==> src/rtl/nmr_acq_wnd_gen.sv <==
// nmr_acq_wnd_gen: CPMG acquisition window and end-of-train pulse generator.
// A START launches a train of ECHO_NUM windows of WND_LEN cycles, spaced
// ECHO_PER cycles rise-to-rise, after DLY_CNT cycles. A one-cycle
// ACQ_WND_PULSED marks the end of the train (normal or aborted).
module nmr_acq_wnd_gen #(
  parameter int unsigned CNT_W = 32,
  parameter int unsigned NUM_W = 16
) (
  input  logic             ADC_CLK,
  input  logic             RESET,
  input  logic             START,
  input  logic             ABORT,
  input  logic [CNT_W-1:0] DLY_CNT,
  input  logic [CNT_W-1:0] WND_LEN,
  input  logic [CNT_W-1:0] ECHO_PER,
  input  logic [NUM_W-1:0] ECHO_NUM,
  output logic             ACQ_WND,
  output logic             ACQ_WND_PULSED,
  output logic             BUSY,
  output logic [NUM_W-1:0] ECHO_IDX
);

  typedef enum logic [4:0] {
    S_IDLE  = 5'b00001,
    S_DELAY = 5'b00010,
    S_WND   = 5'b00100,
    S_GAP   = 5'b01000,
    S_FIN   = 5'b10000
  } state_e;

  state_e           state_q;
  logic [CNT_W-1:0] cnt_q;       // delay count in DELAY, period count in WND/GAP
  logic [CNT_W-1:0] dly_m1_q;
  logic [CNT_W-1:0] wnd_m1_q;
  logic [CNT_W-1:0] per_m1_q;
  logic [NUM_W-1:0] last_idx_q;
  logic [NUM_W-1:0] idx_q;
  logic             acq_wnd_q;
  logic             pulsed_q;
  logic             busy_q;

  logic [CNT_W-1:0] wnd_eff_c;
  logic [CNT_W-1:0] per_eff_c;

  // Sanitise window length and period so every window has >= 1 low cycle after it
  always_comb begin
    wnd_eff_c = (WND_LEN == '0) ? CNT_W'(1) : WND_LEN;
    per_eff_c = (ECHO_PER <= wnd_eff_c) ? (wnd_eff_c + CNT_W'(1)) : ECHO_PER;
  end

  // Train sequencer: state, counters, latched config and registered outputs
  always_ff @(posedge ADC_CLK) begin
    if (RESET) begin
      state_q    <= S_IDLE;
      cnt_q      <= '0;
      dly_m1_q   <= '0;
      wnd_m1_q   <= '0;
      per_m1_q   <= '0;
      last_idx_q <= '0;
      idx_q      <= '0;
      acq_wnd_q  <= 1'b0;
      pulsed_q   <= 1'b0;
      busy_q     <= 1'b0;
    end else if (ABORT && (state_q inside {S_DELAY, S_WND, S_GAP})) begin
      state_q   <= S_FIN;
      cnt_q     <= '0;
      acq_wnd_q <= 1'b0;
      pulsed_q  <= 1'b1;
    end else begin
      case (state_q)
        S_IDLE: begin
          if (START && (ECHO_NUM != '0)) begin
            dly_m1_q   <= DLY_CNT - CNT_W'(1);
            wnd_m1_q   <= wnd_eff_c - CNT_W'(1);
            per_m1_q   <= per_eff_c - CNT_W'(1);
            last_idx_q <= ECHO_NUM - NUM_W'(1);
            idx_q      <= '0;
            cnt_q      <= '0;
            busy_q     <= 1'b1;
            // A zero delay opens the first window right after the START edge
            if (DLY_CNT == '0) begin
              state_q   <= S_WND;
              acq_wnd_q <= 1'b1;
            end else begin
              state_q <= S_DELAY;
            end
          end
        end

        S_DELAY: begin
          if (cnt_q == dly_m1_q) begin
            state_q   <= S_WND;
            cnt_q     <= '0;
            acq_wnd_q <= 1'b1;
          end else begin
            cnt_q <= cnt_q + CNT_W'(1);
          end
        end

        S_WND: begin
          if (cnt_q == wnd_m1_q) begin
            acq_wnd_q <= 1'b0;
            if (idx_q == last_idx_q) begin
              state_q  <= S_FIN;
              cnt_q    <= '0;
              pulsed_q <= 1'b1;
            end else begin
              state_q <= S_GAP;
              cnt_q   <= cnt_q + CNT_W'(1);
            end
          end else begin
            cnt_q <= cnt_q + CNT_W'(1);
          end
        end

        S_GAP: begin
          if (cnt_q == per_m1_q) begin
            state_q   <= S_WND;
            cnt_q     <= '0;
            idx_q     <= idx_q + NUM_W'(1);
            acq_wnd_q <= 1'b1;
          end else begin
            cnt_q <= cnt_q + CNT_W'(1);
          end
        end

        S_FIN: begin
          state_q  <= S_IDLE;
          cnt_q    <= '0;
          pulsed_q <= 1'b0;
          busy_q   <= 1'b0;
        end

        default: begin
          state_q   <= S_IDLE;
          cnt_q     <= '0;
          acq_wnd_q <= 1'b0;
          pulsed_q  <= 1'b0;
          busy_q    <= 1'b0;
        end
      endcase
    end
  end

  assign ACQ_WND        = acq_wnd_q;
  assign ACQ_WND_PULSED = pulsed_q;
  assign BUSY           = busy_q;
  assign ECHO_IDX       = idx_q;

endmodule

==> config.mk <==
export PLATFORM = sky130hd
export DESIGN_NAME = nmr_acq_wnd_gen
export DESIGN_NICKNAME = d
export VERILOG_FILES = /design/src/rtl/nmr_acq_wnd_gen.sv
export SDC_FILE = /design/constraint.sdc
export NUM_CORES = 1
export LEC_CHECK = 0
export CORE_MARGIN = 3
export CORE_UTILIZATION = 40
export CTS_BUF_LIST = sky130_fd_sc_hd__clkbuf_2 sky130_fd_sc_hd__clkbuf_4 sky130_fd_sc_hd__clkbuf_8
export CTS_CLUSTER_SIZE = 10
export DETAILED_ROUTE_END_ITERATION = 10
export GPL_ROUTABILITY_DRIVEN = 1
export PLACE_DENSITY = 0.58
export SKIP_LAST_GASP = 1
export SYNTH_ARGS = -nofsm -noshare
export SYNTH_HDL_FRONTEND = slang
export SYNTH_SLANG_ARGS = --single-unit
==> constraint.sdc <==
create_clock -name ADC_CLK -period 10.75 [get_ports ADC_CLK]
set_input_delay 2.15 -clock ADC_CLK [delete_from_list [all_inputs] [get_ports ADC_CLK]]
set_output_delay 2.15 -clock ADC_CLK [all_outputs]
set_load 0.01 [all_outputs]
; Word level (Yosys, flattened, before mapping)
; Cells that the tools add are included.
[word_totals]
reg_bits = 168
latch_bits = 0
ramBits = 0
rom_bits = 0
input_bits = 116
output_inout_bits = 19
wordCells = 90
mem_count = 0
[classes]
add_sub_neg = 7
mul = 0
div_mod_pow = 0
order_cmp = 1
n_eq_ne = 20
n_shift = 0
n_mux = 31
n_bitwise = 3
n_reduce_logical = 17
[ops]
columns = op, n
row1 = 32-bit 2-to-1 mux, 7
row2 = 32-bit case mux with 4 select lines, 1
row3 = 32-bit equality test, 3
row4 = 32-bit by 1-bit subtractor with 32-bit output (second input constant), 3
row5 = 32-bit by 1-bit adder with 32-bit output (second input constant), 2
row6 = 32-bit zero test, 2
row7 = 32-bit <= comparator, 1
row8 = 16-bit 2-to-1 mux, 2
row9 = 16-bit case mux with 2 select lines, 1
row10 = 5-bit 2-to-1 mux, 6
row11 = 5-bit case mux with 4 select lines, 1
row12 = 16-bit by 1-bit adder with 16-bit output (second input constant), 1
row13 = 16-bit equality test, 1
row14 = 16-bit nonzero test, 1
row15 = 16-bit by 1-bit subtractor with 16-bit output (second input constant), 1
row16 = 3-bit by 1-bit inequality test with 1-bit output (second input constant), 4
row17 = 4-bit AND reduction, 3
row18 = 1-bit 2-to-1 mux, 9
row19 = 3-bit AND reduction, 3
row20 = 2-bit by 1-bit inequality test with 1-bit output (second input constant), 4
row21 = 6-bit AND reduction, 1
row22 = 3-bit OR reduction, 2
row23 = 5-bit by 1-bit equality test with 1-bit output (second input constant), 1
row24 = 5-bit by 2-bit equality test with 1-bit output (second input constant), 1
row25 = other kinds (13), 18

; Depth between registers and ports, before layout
; Gate-level depths: netlist (run 1).
[depth]
word_depth = 5
mapped_depth = 24
ltp_nobuf = 20

; Least setup slack after synthesis (run 1)
; OpenSTA, ideal clock, no wires.
[synth_path]
path_kind = input to register
startpoint = in WND_LEN[27]
endpoint = reg per_m1_q[12]
setup_ns = 0.115
arrival_time_ns = 6.876
t_required_ns = 10.635
slack_ns = 3.759
stages = 22
n_path_buf = 4
path_cell_list = buf_2 or4_1 nor4b_2 nand3_1 nand2b_2 ha_1 and4_1 and3_1 buf_2 a21oi_2 clkbuf_1 clkbuf_1 nor2_1 a21oi_1 ha_1 inv_1 a2111o_1 a211oi_1 o2111ai_1 a32oi_1 xnor2_1 a2111oi_0
[synth_via]
elab_chain_len = 5
word_cells_on_any_way = 6
classes_between = 2 x add/sub / 1 x order compare / 2 x mux / 1 x reduce/logical
[synth_rtl]
columns = element, line_no
row1 = "start, declared", 14  ; input logic [CNT_W-1:0] WND_LEN,
row2 = 32-bit zero test, 47  ; wnd_eff_c = (WND_LEN == '0) ? CNT_W'(1) : WND_LEN;
row3 = 32-bit 2-to-1 mux (*), 47
row4 = 32-bit by 1-bit adder with 32-bit output or 32-bit <= comparator (tied branches), 48  ; per_eff_c = (ECHO_PER <= wnd_eff_c) ? (wnd_eff_c + CNT_W'(1)) : ECHO_PER;
row5 = 32-bit 2-to-1 mux (*), 48
row6 = 32-bit by 1-bit subtractor with 32-bit output (*), 75  ; per_m1_q <= per_eff_c - CNT_W'(1);
row7 = "end signal, assigned", 75
row8 = "end, declared", 35  ; logic [CNT_W-1:0] per_m1_q;
; Every way passes the cells marked *; elsewhere a longest branch is shown, timed or not.
; A chain may end at the register's enable or synchronous reset.

; Worst setup path in the final report (run 1)
[layout_path]
startpoint = in WND_LEN[19]
endpoint = reg per_m1_q[12]
; Same word-level chain as after synthesis.

==> flow_metrics.env, run 1 <==
export IMPL_start_util_pct=40.9
export IMPL_post_dp_hpwl_um=30100
export IMPL_holdCritStartpoint="per_m1_q[15]"
export IMPL_crit_fanout=37
export IMPL_crit_start="WND_LEN[19]"
export IMPL_clkLatencyLatePin_ns=0.47
export IMPL_final_net_count=1767
export IMPL_syn_area_um2=12200
export IMPL_gp_congestion=0.946
export IMPL_synth_edf_count=0
export IMPL_crit_path_end_kind="flip-flop"
export IMPL_hold_path_endpoint="per_m1_q[15]"
export IMPL_n_fill_cell=3030
export IMPL_rows=63
export IMPL_wl_met3_um=1880
export IMPL_highest_layer="met4"
export IMPL_clock_path_buffers=2
export IMPL_hold_viol_final=0
export IMPL_htreeDepth=4
export IMPL_drc=0
export IMPL_min_period_ns=7.49
export IMPL_timing_rr_end="cnt_q[29]"
export IMPL_cts_clk_slew_worst_paths_ns=0.09
export IMPL_grt_max_degree=98
export IMPL_worstMarginPinSlew_ns=0.949
export IMPL_synthArstFlopShare_pct=0
export IMPL_avgSynthCellArea_um2=7.77
export IMPL_min_path_type="reg -> reg"
export IMPL_synth_seq_area_share_pct=27.6
export IMPL_synth_seq_cells=168
export IMPL_worstReg2RegStart="cnt_q[2]"
export IMPL_fin_skew_ns=0.0157
export IMPL_drive_gt1_share_pct=4.92
export IMPL_maxSlewViolCount=0
export IMPL_antenna_cells=0
export IMPL_ys_warn_count=0
export IMPL_overflow=0
export IMPL_dieHeight_um=180
export IMPL_routed_via_density=5.70
export IMPL_clock_sinks=168
export IMPL_wl_per_cell_um=19.0
export IMPL_final_cell_mix="nor2_1 (225), xnor2_1 (193), dfxtp_1 (168)"
export IMPL_startpoint_type="primary input"
export IMPL_setup_viol=0
export IMPL_cts_repair_resized=0
export IMPL_dr_first_iter_drc_count=964
export IMPL_cp_data_arrival_time_ns=7.84
export IMPL_worstPathRequired_ns=11.10
export IMPL_die_w_um=180
export IMPL_placed_cells=1983
export IMPL_cts_hold_buf=0
export IMPL_layoutNonFillerInstCount=2015
export IMPL_port_buffers=134
export IMPL_cap_violations=0
export IMPL_cts_setup_buffers=0
export IMPL_regToRegSetupSlack_ns=7.63
export IMPL_ir_worst_vdd_v=0.0000945
export IMPL_worstRegToRegCells=9
export IMPL_setup_tns_ns=0
export IMPL_rsz0062_at_grt="no"
export IMPL_power_leakage_nw=4.72
export IMPL_wl_met1_um=17900
export IMPL_synthesis_nets=1722
export IMPL_first_global_vias=10724
export IMPL_dr_wl_met2_um=17100
export IMPL_fin_crit_sh_pct=69.7
export IMPL_grtUsageTotal_pct=22.9
export IMPL_die_area_um2=32600
export IMPL_cts_root_buf="clkbuf_8"
export IMPL_ant_nets=0
export IMPL_outcome="finished, final reports clean"
export IMPL_hold_path_cell_count=2
export IMPL_synth_cells=1567
export IMPL_crit_type="in -> reg"
export IMPL_power_density_nw_per_um2=161
export IMPL_area_delta_synth_final_pct=15.1
export IMPL_vias=11487
export IMPL_firstDrtPassIters=5
export IMPL_routed_wl_um=38200
export IMPL_cts_made_buffers=17
export IMPL_synth_top_flop_cell="dfxtp_1"
export IMPL_antenna_found_initial=0
export IMPL_maxSlewHeadroom_pct=36.7
export IMPL_maxClockFrequency_ghz=0.134
export IMPL_grt_first_pass_wirelength_um=60600
export IMPL_cts_tree="done"
export IMPL_synth_distinct_cells=78
export IMPL_coreArea_um2=29800
export IMPL_layout_commonest_cell="nor2_1"
export IMPL_pin_count=135
flip-flops by register name, summed over array words and instances, names as in the netlist:
register        flops
wnd_m1_q           32
BUSY                1
ECHO_IDX           16
ACQ_WND             1
dly_m1_q           32
state_q             5
last_idx_q         16
per_m1_q           32
cnt_q              32
ACQ_WND_PULSED      1
power breakdown:
| part | switching (mW) | internal, mW | total (mW) | leakage, nW |
|---|---|---|---|---|
| Clock | 0.253 | 0.215 | 0.468 | 0.197 |
| Combinational | 0.484 | 0.364 | 0.848 | 3.15 |
| Sequential | 0.149 | 0.785 | 0.934 | 1.38 |
| Total | 0.886 | 1.36 | 2.25 | 4.72 |
Yosys cell counts, types with 3 or more instances:
master	number	share of area, %
a211o_1	3	0.22
a211oi_1	92	5.7
a21boi_0	3	0.18
a21oi_1	44	1.8
a221oi_1	3	0.22
a311oi_1	18	1.3
a31o_2	4	0.29
a31oi_1	7	0.36
and2_1	5	0.26
and3_1	19	0.98
and4_1	7	0.50
buf_1	5	0.15
buf_2	12	0.49
buf_4	3	0.18
clkbuf_1	94	2.9
dfxtp_1	168	28
ha_1	39	4.0
inv_1	43	1.3
mux2_2	5	0.46
mux2i_1	18	1.5
nand2_1	102	3.1
nand2b_1	8	0.41
nand3_1	51	2.1
nand3b_1	6	0.37
nand4_1	49	2.5
nand4b_1	3	0.22
nor2_1	225	6.9
nor2b_1	8	0.41
nor3_1	46	1.9
nor3b_1	4	0.25
nor4_1	50	2.6
o2111ai_1	4	0.29
o211ai_1	10	0.62
o21ai_0	40	1.6
o31ai_1	10	0.62
o41ai_1	5	0.36
or2_2	6	0.31
or3_1	24	1.2
or4_1	12	0.74
xnor2_1	193	14
xor2_1	72	5.2
per-layer routing:
metal	vias up	GRT usage (%)
li1	5684	-
met1	5407	32.7
met2	332	35.6
met3	64	2.77
met4	0	8.69
met5	-	0
logic make-up (layout without fill, tap and decap cells):
| kind of cell | Yosys count | after routing | synth area share, % |
|---|---|---|---|
| buffers and inverters | 162 | 220 | 5.34 |
| adders and majority gates | 39 | 39 | 4.01 |
| muxes | 23 | 23 | 1.94 |
| and+or+nand+nor | 642 | 642 | 26.4 |
| xor gates and xnor gates | 265 | 265 | 19.1 |
| AOI/OAI and AO/OA | 268 | 268 | 15.6 |
| DFF | 168 | 168 | 27.6 |
worst max-delay path: stages:
cell             delay, ns
clkdlybuf4s50_1       0.65
or4_1                 0.68
nor4b_2               0.46
nand3_1               0.25
nand2b_2              0.22
ha_1                  0.25
and4_1                0.21
and3_1                0.28
a21oi_2               0.13
buf_4                 0.37
nor2_1                0.09
a21oi_1               0.19
ha_1                  0.20
inv_1                 0.07
a2111o_1              0.44
a211oi_1              0.35
o2111ai_1             0.15
a32oi_1               0.22
xnor2_1               0.10
a2111oi_0             0.37
layout make-up:
| class | instances | area, um^2 | share of cell area [%] |
|---|---|---|---|
| multi-input combinational | 1237 | 8180 | 58.4 |
| inverter | 45 | 169 | 1.21 |
| clock buffer | 18 | 241 | 1.72 |
| clock inverter | 14 | 164 | 1.17 |
| sequential | 168 | 3360 | 24.0 |
| tap | 390 | 488 | 3.48 |
| timing repair buffer | 143 | 1410 | 10.0 |
how the worst max path moves through the flow:
stage / to / depth (start not counted) / slack (ns)
after floorplan: per_m1_q[12] / 22 / 3.76
after global placement: per_m1_q[12] / 20 / 3.08
after detailed placement: per_m1_q[12] / 20 / 2.90
after CTS: per_m1_q[12] / 20 / 3.38
after global routing: per_m1_q[12] / 20 / 2.94
final: per_m1_q[12] / 20 / 3.26
through the flow:
step	cell area (um^2)	hold WS, ns	power [mW]	utilization [%]	setup slack (ns)
5_1_grt	14000	0.509	2.41	47.0	2.94
6_report	14000	0.486	2.25	47.0	3.26
2_1_floorplan	12200	0.444	1.52	-	3.76
4_1_cts	14000	0.481	2.26	47.0	3.38
3_3_place_gp	13600	0.461	1.78	45.7	3.08
3_5_place_dp	13600	0.467	1.79	45.7	2.90
Power figures use the tool's default switching activity.
==> inputs of run 2 (changes only) <==
clock period = 7.45 ns   (was 10.75 ns; I/O delays follow)
==> flow_metrics.env, run 2 (same netlist as run 1, synthesis figures left out) <==
export IMPL_layoutNonFillerInstCount=2025
export IMPL_dr_first_iter_drc_count=1062
export IMPL_worstPathRequired_ns=7.81
export IMPL_power_density_nw_per_um2=234
export IMPL_crit_path_end_kind="flip-flop"
export IMPL_cts_clk_slew_worst_paths_ns=0.09
export IMPL_cts_root_buf="clkbuf_8"
export IMPL_routed_via_density=5.65
export IMPL_dieHeight_um=180
export IMPL_ant_nets=0
export IMPL_die_w_um=180
export IMPL_drc=0
export IMPL_htreeDepth=4
export IMPL_area_delta_synth_final_pct=16.3
export IMPL_ir_worst_vdd_v=0.000135
export IMPL_cp_data_arrival_time_ns=6.89
export IMPL_crit_type="in -> reg"
export IMPL_cap_violations=0
export IMPL_coreArea_um2=29800
export IMPL_overflow=0
export IMPL_min_path_type="reg -> reg"
export IMPL_pin_count=135
export IMPL_worstMarginPinSlew_ns=0.936
export IMPL_total_power_mw=3.31
export IMPL_setup_viol=0
export IMPL_cts_tree="done"
export IMPL_cp_top_family="simple AND/OR/NAND/NOR gates"
export IMPL_clock_sinks=168
export IMPL_post_dp_hpwl_um=30300
export IMPL_cts_hold_buf=0
export IMPL_rows=63
export IMPL_routed_wl_um=38700
export IMPL_maxSlewViolCount=0
export IMPL_grt_max_degree=92
export IMPL_first_global_vias=10766
export IMPL_fin_skew_ns=0.0118
export IMPL_drive_gt1_share_pct=5.50
export IMPL_crit_chain="clkdlybuf4s50_1 -> or4_1 -> nor4b_2 -> nand3_1 -> nand2b_2 -> ha_1 -> and4_1 -> and3_1 -> a21oi_2 -> buf_4 -> mux2i_1 -> ha_1 -> inv_1 -> a2111o_1 -> a211oi_1 -> o2111ai_1 -> a32oi_1 -> xnor2_1 -> a2111oi_0"
export IMPL_rsz0062_at_grt="no"
export IMPL_maxSlewHeadroom_pct=36.7
export IMPL_final_cell_mix="nor2_1 (225), xnor2_1 (193), dfxtp_1 (168)"
export IMPL_final_net_count=1778
export IMPL_slowest_stage="or4_1"
export IMPL_gp_congestion=0.927
export IMPL_cts_setup_buffers=0
export IMPL_clock_path_buffers=2
export IMPL_firstDrtPassIters=7
export IMPL_vias=11437
export IMPL_fin_ws_ns=0.916
export IMPL_fin_crit_sh_pct=87.7
export IMPL_cts_made_buffers=17
export IMPL_placed_cells=1994
export IMPL_crit_fanout=8
export IMPL_power_leakage_nw=4.80
export IMPL_grtUsageTotal_pct=23.1
export IMPL_outcome="finished, final reports clean"
export IMPL_clkLatencyLatePin_ns=0.47
export IMPL_cts_repair_resized=0
export IMPL_maxClockFrequency_ghz=0.153
export IMPL_layout_commonest_cell="nor2_1"
export IMPL_setup_tns_ns=0
export IMPL_antenna_cells=0
export IMPL_antenna_found_initial=0
export IMPL_start_util_pct=40.9
export IMPL_min_period_ns=6.53
export IMPL_wl_per_cell_um=19.1
export IMPL_max_stage_delay_ns=0.65
export IMPL_crit_top_cell="ha_1"
export IMPL_cp_buffers_inverters=3
export IMPL_die_area_um2=32600
export IMPL_grt_first_pass_wirelength_um=60700
export IMPL_dp_slack_ns=0.495
export IMPL_port_buffers=134
export IMPL_startpoint_type="primary input"
export IMPL_hold_viol_final=0
-- run 2: cell count changes in the layout (fill, tap and decap cells not counted), moves of 2 or more --
cell | before | now
inv_6 | 5 | 3
buf_12 | 0 | 2
bufinv_16 | 2 | 4
buf_4 | 10 | 19
-- run 2: worst min-delay path, delay by kind of cell (launching register included) --
family          cells  cell delay [ns]
flops               1             0.33
simple gates        1             0.05
compound gates      1             0.05
-- run 2: worst paths after layout --
check,from,to,slack [ns],cells past startpoint
min reg2reg,per_m1_q[0],per_m1_q[0],0.48,2
max,WND_LEN[27],per_m1_q[12],0.92,19
min,per_m1_q[0],per_m1_q[0],0.48,2
max reg2reg,cnt_q[2],cnt_q[29],4.34,9
-- run 2: per-stage QoR --
step           area (um^2)  util (%)  hold WS (ns)
2_1_floorplan        12200         -         0.444
3_3_place_gp         13700      46.0         0.460
3_5_place_dp         13700      46.0         0.465
4_1_cts              14200      47.5         0.477
5_1_grt              14200      47.5         0.511
6_report             14200      47.5         0.479
-- run 2: layout make-up --
cell class	instances	area [um^2]
Sequential cell	168	3360
Fill cell	3017	15600
Inverter	45	169
Multi-Input combinational cell	1237	8180
Timing Repair Buffer	154	1510
Clock buffer	18	248
Tap cell	390	488
Clock inverter	13	194
-- run 2: report_power, final --
| part | internal [mW] | total, mW | switching (mW) |
|---|---|---|---|
| combinational | 0.536 | 1.24 | 0.704 |
| clock | 0.376 | 0.725 | 0.350 |
| sequential | 1.13 | 1.34 | 0.209 |
| total | 2.04 | 3.31 | 1.26 |
-- run 2: per-layer routing --
metal	vias up	track usage (%)	part of all wire (%)
met4	0	8.26	3.3
met2	361	36.2	44
met3	62	2.79	5.0
li1	5695	-	-
met5	-	0	0
met1	5319	32.7	47
==> inputs of run 3 (changes only) <==
CAP_MARGIN = 20   (was default)
CORE_ASPECT_RATIO = 0.75   (was default)
==> flow_metrics.env, run 3 (same netlist as run 1, synthesis figures left out) <==
export IMPL_outcome="finished, final reports clean"
export IMPL_cts_hold_buf=0
export IMPL_routed_wl_um=40800
export IMPL_drc=0
export IMPL_htreeDepth=4
export IMPL_gp_congestion=0.910
export IMPL_dr_first_iter_drc_count=945
export IMPL_fin_skew_ns=0.0157
export IMPL_setup_tns_ns=0
export IMPL_cts_tree="done"
export IMPL_crit_type="in -> reg"
export IMPL_antenna_found_initial=0
export IMPL_clock_path_buffers=2
export IMPL_start_util_pct=41.2
export IMPL_area_delta_synth_final_pct=16.1
export IMPL_coreArea_um2=29500
export IMPL_clkLatencyLatePin_ns=0.48
export IMPL_cts_root_buf="clkbuf_8"
export IMPL_power_density_nw_per_um2=230
export IMPL_startpoint_type="primary input"
export IMPL_antenna_cells=0
export IMPL_maxClockFrequency_ghz=0.154
export IMPL_maxSlewHeadroom_pct=37.9
export IMPL_hold_viol_final=0
export IMPL_firstDrtPassIters=6
export IMPL_crit_fanout=19
export IMPL_drive_gt1_share_pct=5.85
export IMPL_min_path_type="reg -> reg"
export IMPL_die_area_um2=32600
export IMPL_dieHeight_um=157
export IMPL_fin_ws_ns=0.966
export IMPL_whs_ns=0.478
export IMPL_post_dp_hpwl_um=32300
export IMPL_pin_count=135
export IMPL_cts_setup_buffers=0
export IMPL_cp_data_arrival_time_ns=6.86
export IMPL_final_net_count=1783
export IMPL_worstPathRequired_ns=7.82
export IMPL_grt_max_degree=96
export IMPL_layout_commonest_cell="nor2_1"
export IMPL_rsz0062_at_grt="no"
export IMPL_post_route_util_pct=47.9
export IMPL_rows=54
export IMPL_hold_path_cell_count=2
export IMPL_grt_first_pass_wirelength_um=62900
export IMPL_cts_clk_slew_worst_paths_ns=0.09
export IMPL_die_w_um=207
export IMPL_vias=11662
export IMPL_port_buffers=134
export IMPL_grtUsageTotal_pct=24.5
export IMPL_power_leakage_nw=4.81
export IMPL_routed_via_density=5.74
export IMPL_wl_per_cell_um=20.1
export IMPL_ir_worst_vdd_v=0.000118
export IMPL_ant_nets=0
export IMPL_cts_repair_resized=0
export IMPL_fin_crit_sh_pct=87.0
export IMPL_min_period_ns=6.48
export IMPL_dp_slack_ns=0.585
export IMPL_worstMarginPinSlew_ns=0.927
export IMPL_maxSlewViolCount=0
export IMPL_cap_violations=0
export IMPL_final_cell_mix="nor2_1 (225), xnor2_1 (193), dfxtp_1 (168)"
export IMPL_setup_viol=0
export IMPL_overflow=0
export IMPL_first_global_vias=10737
export IMPL_crit_path_end_kind="flip-flop"
export IMPL_clock_sinks=168
export IMPL_cts_made_buffers=17
export IMPL_worstRegToRegCells=9
==> run 3: cell types whose count changed in the layout (fill, tap and decap cells not counted), sizes merged <==
cell / change
clkinvlp: -2
clkinv: +3
clkbuf: +6
inv: -3
bufinv: -3
buf: +5
==> run 3: final cells by class <==
cell class / count / area [um^2]
Fill cell: 2980 / 15400
Multi-Input combinational cell: 1237 / 8180
Sequential cell: 168 / 3360
Timing Repair Buffer: 159 / 1550
Tap cell: 392 / 490
Clock buffer: 24 / 312
Inverter: 45 / 169
Clock inverter: 8 / 70.1
==> run 3: power by group <==
group / switching (mW) / total (mW) / internal, mW
Combinational: 0.721 / 1.26 / 0.535
Clock: 0.330 / 0.638 / 0.308
Sequential: 0.226 / 1.36 / 1.13
Total: 1.28 / 3.25 / 1.98
==> run 3: final timing paths <==
path | startpoint | slack [ns] | to
setup / recovery | WND_LEN[23] | 0.97 | per_m1_q[12]
hold / removal | wnd_m1_q[31] | 0.48 | wnd_m1_q[31]
setup reg to reg | cnt_q[2] | 4.32 | cnt_q[29]
hold reg to reg | wnd_m1_q[31] | 0.48 | wnd_m1_q[31]
==> run 3: through the flow <==
step / instances / area (um^2) / total power, mW
after floorplan: 1567 / 12200 / 2.19
after global placement: 2001 / 13800 / 2.60
after detailed placement: 2001 / 13800 / 2.61
after CTS: 2033 / 14100 / 3.26
after global routing: 2033 / 14100 / 3.47
final: 2033 / 14100 / 3.25
==> run 3: critical path: stages <==
cell             delay, ns
clkdlybuf4s50_1       0.56
nor4_1                0.64
nor4b_2               0.58
nand3_1               0.27
nand2b_2              0.23
ha_1                  0.17
nor2b_1               0.04
o211ai_1              0.16
a2111o_1              0.21
a31o_2                0.28
a21oi_2               0.15
a21oi_1               0.25
ha_1                  0.20
buf_4                 0.27
nand2_1               0.19
a211oi_1              0.32
o2111ai_1             0.17
a32oi_1               0.21
xnor2_1               0.09
a2111oi_0             0.35
==> run 3: per-layer routing <==
metal,global-route usage (%),up-vias,routed length [um]
met2,34.9,381,16500
met1,38.2,5541,20800
li1,-,5705,-
met4,4.55,0,490
met5,0,-,0
met3,4.46,35,3000
